`src/rtl/ledplay_pkg.sv`:
```
// Board-level constants shared by the LED/seven-segment playground blocks.
package ledplay_pkg;
  localparam int SW_WIDTH          = 3;
  localparam int SW_DEBOUNCE_CNT_W = 16;
endpackage

```
`src/rtl/switch_debouncer_channel.sv`:
```
// One switch channel: two-flop synchroniser, stability counter, debounced
// level and registered rise/fall pulses.
module debounce_channel #(
  parameter int CNT_W = 16
) (
  input  logic clk,
  input  logic rst_n,
  input  logic sw_in,
  output logic sw_level,
  output logic sw_rise,
  output logic sw_fall,
  output logic accept
);
  localparam logic [CNT_W-1:0] CNT_ONE = {{(CNT_W-1){1'b0}}, 1'b1};

  logic             r_meta;
  logic             r_sync;
  logic             r_level;
  logic [CNT_W-1:0] r_cnt;
  logic             r_rise;
  logic             r_fall;
  logic             w_diff;
  logic             w_full;
  logic             w_accept;

  assign w_diff   = r_sync ^ r_level;
  assign w_full   = &r_cnt;
  assign w_accept = w_diff & w_full;

  // r_meta is the only flop allowed to see the raw pin.
  always_ff @(posedge clk or negedge rst_n) begin
    if (!rst_n) begin
      r_meta <= 1'b0;
      r_sync <= 1'b0;
    end else begin
      r_meta <= sw_in;
      r_sync <= r_meta;
    end
  end

  always_ff @(posedge clk or negedge rst_n) begin
    if (!rst_n) begin
      r_level <= 1'b0;
      r_cnt   <= '0;
      r_rise  <= 1'b0;
      r_fall  <= 1'b0;
    end else begin
      r_rise <= w_accept & r_sync;
      r_fall <= w_accept & ~r_sync;
      if (!w_diff) begin
        r_cnt <= '0;
      end else if (!w_full) begin
        r_cnt <= r_cnt + CNT_ONE;
      end else begin
        r_level <= r_sync;
        r_cnt   <= '0;
      end
    end
  end

  assign sw_level = r_level;
  assign sw_rise  = r_rise;
  assign sw_fall  = r_fall;
  assign accept   = w_accept;
endmodule

```
`src/rtl/switch_debouncer.sv`:
```
// Debounces WIDTH slide switches independently; sw_changed flags any
// accepted edge in the same cycle as the per-bit pulses.
module switch_debouncer
  import ledplay_pkg::*;
#(
  parameter int WIDTH = SW_WIDTH,
  parameter int CNT_W = SW_DEBOUNCE_CNT_W
) (
  input  logic             clk,
  input  logic             rst_n,
  input  logic [WIDTH-1:0] sw_in,
  output logic [WIDTH-1:0] sw_level,
  output logic [WIDTH-1:0] sw_rise,
  output logic [WIDTH-1:0] sw_fall,
  output logic             sw_changed
);
  logic [WIDTH-1:0] w_accept;
  logic             r_changed;

  for (genvar g = 0; g < WIDTH; g++) begin : g_ch
    debounce_channel #(.CNT_W(CNT_W)) u_ch (
      .clk      (clk),
      .rst_n    (rst_n),
      .sw_in    (sw_in[g]),
      .sw_level (sw_level[g]),
      .sw_rise  (sw_rise[g]),
      .sw_fall  (sw_fall[g]),
      .accept   (w_accept[g])
    );
  end

  // Any acceptance this edge means a rise or fall pulse next cycle.
  always_ff @(posedge clk or negedge rst_n) begin
    if (!rst_n) r_changed <= 1'b0;
    else        r_changed <= |w_accept;
  end

  assign sw_changed = r_changed;
endmodule

```
`config.mk`:
```
export PLATFORM = sky130hd
export DESIGN_NAME = switch_debouncer
export DESIGN_NICKNAME = d
export VERILOG_FILES = /design/src/rtl/ledplay_pkg.sv /design/src/rtl/switch_debouncer_channel.sv /design/src/rtl/switch_debouncer.sv
export SDC_FILE = /design/constraint.sdc
export NUM_CORES = 1
export LEC_CHECK = 0
export CORE_ASPECT_RATIO = 0.9
export CORE_UTILIZATION = 40
export DETAILED_ROUTE_END_ITERATION = 10
export SYNTH_ARGS = -nofsm -noshare
export SYNTH_HDL_FRONTEND = slang
export SYNTH_HIERARCHICAL = 1
export SYNTH_SLANG_ARGS = --single-unit
```
`constraint.sdc`:
```
create_clock -name clk -period 4.1 [get_ports clk]
set_input_delay 0.615 -clock clk [delete_from_list [all_inputs] [get_ports clk]]
set_output_delay 0.615 -clock clk [all_outputs]
set_load 0.03 [all_outputs]
```
==> metrics.md <==
| Metric | Value |
|---|---|
| CP max stage cell | `sky130_fd_sc_hd__clkdlybuf4s50_1` |
| Synth Warn # | `6` |
| Number of nets in the layout | `294` |
| Count of input and output buffers | `14` |
| Most numerous cell in the Yosys netlist | `sky130_fd_sc_hd__dfrtp_1` |
| Largest net degree at the start of global routing | `43` |
| Synthesis-to-layout area growth | `15.5%` |
| Post-DR vias/cell | `4.88` |
| Area of the multi-input gates | `1190 um^2` |
| Fraction of final layout cells with drive strength greater than 1 | `9.97%` |
| Wire length per cell | `12.4 um` |
| Critical path data required time | `3.48 ns` |
| Critical path, cell by cell | `clkdlybuf4s50_1` |
| Ranking of synthesized cells by area | `sky130_fd_sc_hd__dfrtp_1, sky130_fd_sc_hd__xnor2_1, sky130_fd_sc_hd__nor2_1, sky130_fd_sc_hd__nand3_1, sky130_fd_sc_hd__nand4_4` |
| Standard-cell rows | `28` |
| Register area | `1600 um^2` |
| Post-CTS sizing | `0` |
| I/O pin cnt | `15` |
| Sequential cell area fraction in the yosys report | `56.2%` |
| Headroom to the max-slew limit | `38.6%` |
| CTS tree | `built` |
| Part of the cycle the worst path needs | `51.1%` |
| Antenna violations before repair | `0` |
| Max-capacitance violation count | `0` |
| Share of power burned in the clock network | `46.3%` |
| Actual slew at the worst max-slew pin | `0.921 ns` |
| Core box area | `6730 um^2` |
| Via Count | `1858` |
| Die Height | `82.1 um` |
| Critical path peak fanout | `5` |
| Final global-route overflow total | `0` |
| Fraction of registers with async set or reset after synthesis | `100%` |
| Crit Path Class | `flip-flop to primary output` |
| Minimum clock period after layout | `2.09 ns` |
| Count of clock tree sinks | `64` |
| Latest clock arrival within the worst-skew pair | `0.34 ns` |
| CP Capture Type | `primary output` |
| Fill cell total of the finished layout | `660` |
| Cell internal pwr | `0.00101 W` |
| Master cell of the clock root buffer | `sky130_fd_sc_hd__clkbuf_8` |
| Number of buffers inserted to repair setup after CTS | `0` |
| Overall die width | `91.0 um` |
| Post-synth EDFFs | `0` |
| Final total negative setup slack | `0 ns` |
| Most used DFF post-synth | `sky130_fd_sc_hd__dfrtp_1` |
| Last weighted congestion value of the routability-driven placer | `0.773` |
| Switching Power | `0.000273 W` |
| Worst vdd ir | `228 uV` |
| Final setup fails | `0` |
| Proportion of power drawn by combinational gates | `3.0%` |
| Highest Clock Rate | `0.478 GHz` |
| Drc violations | `0` |
| Ratio of total power to cell area | `390 nW/um^2` |
| Final cell area excluding filler cells | `3290 um^2` |
| CP peak stage delay | `0.71 ns` |
| Total inserted antenna cells | `0` |
| Yosys top cell by area | `sky130_fd_sc_hd__dfrtp_1` |
| CTS HTree Levels | `3` |
| Post-synth top area share | `56.2%` |
| Post-synth design cell area | `2850 um^2` |
| Final instance count without filler cells | `381` |
| Via count of the first global-routing pass | `1777` |
| Maximum number of buffers from clock root to sink | `2` |
| Setup repair after global routing missed its margin | `no` |
| First-pass GRT wire length | `8470 um` |
| Clock transition time at the flip-flop clock pins of the worst setup and hold paths | `0.07 ns` |
| Sum of buffers and inverters on the critical path | `1` |
| Antenna-violating nets left | `0` |
| Total Routed Length | `4720 um` |
| Clock Skew | `0.00583 ns` |
| Status | `finished, final reports clean` |
| Synth cell count leaders | `sky130_fd_sc_hd__dfrtp_1, sky130_fd_sc_hd__nor2_1, sky130_fd_sc_hd__xnor2_1` |
| Count of distinct cell types in the synthesized netlist | `18` |
| Hold crit path type | `flip-flop to flip-flop` |
| Syn Area/Cell | `10.8 um^2` |
| Share of total power in sequential cells | `50.7%` |
| Number of max-slew violations in the final report | `0` |
| LEAKAGE | `1.34 nW` |
| DRC marker count from the first detailed-route iteration | `103` |
| Total die area | `7470 um^2` |
| Count of endpoints failing hold in the final timing report | `0` |
| Cts-stage hold buffer count | `0` |
| Post-synthesis sequential element count | `64` |
| Initial Util | `42.4%` |
| Critical path startpoint category | `flip-flop` |
| Iteration count of the initial detailed-routing pass | `4` |
| Synthesized Nets | `271` |
| # placed instances | `365` |
| Delay-heaviest family, CP | `buffers and inverters` |
| Data arrival time at the worst-slack endpoint | `1.48 ns` |
| Number of cells produced by synthesis | `263` |
| Overall track demand over capacity in global routing | `15.1%` |
| Total placed instance area | `3070 um^2` |
| Total half-perimeter wirelength after legalization and detailed placement | `3150 um` |
| Clock buffer count from CTS | `9` |
| Net switching fraction of the power | `21.2%` |
==> power by group through the flow <==
stage          combinational (W)  clock [W]  sequential, W
2_1_floorplan          0.0000221          0       0.000661
3_5_place_dp           0.0000405          0       0.000663
5_1_grt                0.0000456   0.000644       0.000652
3_3_place_gp           0.0000403          0       0.000662
6_report               0.0000387   0.000595       0.000651
4_1_cts                0.0000408   0.000618       0.000651
==> final timing paths <==
path	startpoint	end	slack, ns	cells after the start
min in group asynchronous	rst_n	g_ch[1].u_ch/r_cnt[6]	0.40	1
min	g_ch[1].u_ch/r_meta	g_ch[1].u_ch/r_sync	0.36	0
min reg2reg	g_ch[1].u_ch/r_meta	g_ch[1].u_ch/r_sync	0.36	0
max in group asynchronous	rst_n	g_ch[0].u_ch/r_cnt[8]	2.86	2
max	g_ch[0].u_ch/sw_level	sw_level[0]	2.01	1
max reg2reg	g_ch[1].u_ch/r_cnt[0]	g_ch[1].u_ch/r_cnt[14]	2.20	5
==> registers in the layout, summed over array words and instances (netlist names) <==
signal / flops
g_ch.u_ch/sw_level: 3
sw_changed: 1
g_ch.u_ch/r_cnt: 48
g_ch.u_ch/r_sync: 3
g_ch.u_ch/r_meta: 3
g_ch.u_ch/sw_rise: 3
g_ch.u_ch/sw_fall: 3
==> stage by stage <==
| step | power (W) | hold slack (ns) | worst slack, ns | util (%) |
|---|---|---|---|---|
| final | 0.00128 | 0.356 | 2.01 | 49.0 |
| after global routing | 0.00134 | 0.369 | 1.93 | 49.0 |
| after CTS | 0.00131 | 0.360 | 1.98 | 49.0 |
| after detailed placement | 0.000703 | 0.343 | 2.16 | 45.7 |
| after global placement | 0.000702 | 0.336 | 2.20 | 45.7 |
| after floorplan | 0.000683 | 0.319 | 2.38 | - |
==> layout make-up <==
type | count | share of cell area, %
clock buffers | 11 | 4.29
clock inverters | 5 | 2.43
inverters | 6 | 0.684
multi-input cells | 190 | 36.2
flip-flops and latches | 64 | 48.6
well taps | 90 | 3.42
repair buffers | 15 | 4.33
==> per-layer routing <==
layer | wire [um] | track usage (%) | share of wire, % | vias to the layer above
li1 | - | - | - | 928
met1 | 2380 | 20.3 | 50 | 890
met2 | 2050 | 21.7 | 43 | 28
met3 | 198 | 5.28 | 4.2 | 12
met4 | 89 | 7.62 | 1.9 | 0
met5 | 0 | 0 | 0 | -
==> cell families after synthesis <==
kind of cell | after synthesis | synth area share (%)
AND/OR/NAND/NOR | 139 | 25.1
flip-flops | 64 | 56.2
XOR/XNOR | 45 | 13.8
buffers and inverters | 9 | 1.98
multiplexers | 3 | 1.58
adder cells (fa/ha/maj) | 3 | 1.32
==> layout by cell type, fill, tap and decap left out, drive strengths merged <==
master	n
clkbuf	11
clkdlybuf4s50	13
xor2	3
nor2	63
clkinvlp	2
dfrtp	64
or4	3
nand2b	3
clkinv	1
or3	1
mux2	3
nand3	15
nor3b	6
buf	2
xnor2	42
nand2	15
nor4	9
nor3	12
bufinv	2
ha	3
nand4	12
inv	6
Note: power is estimated with default switching activity, not from simulation.
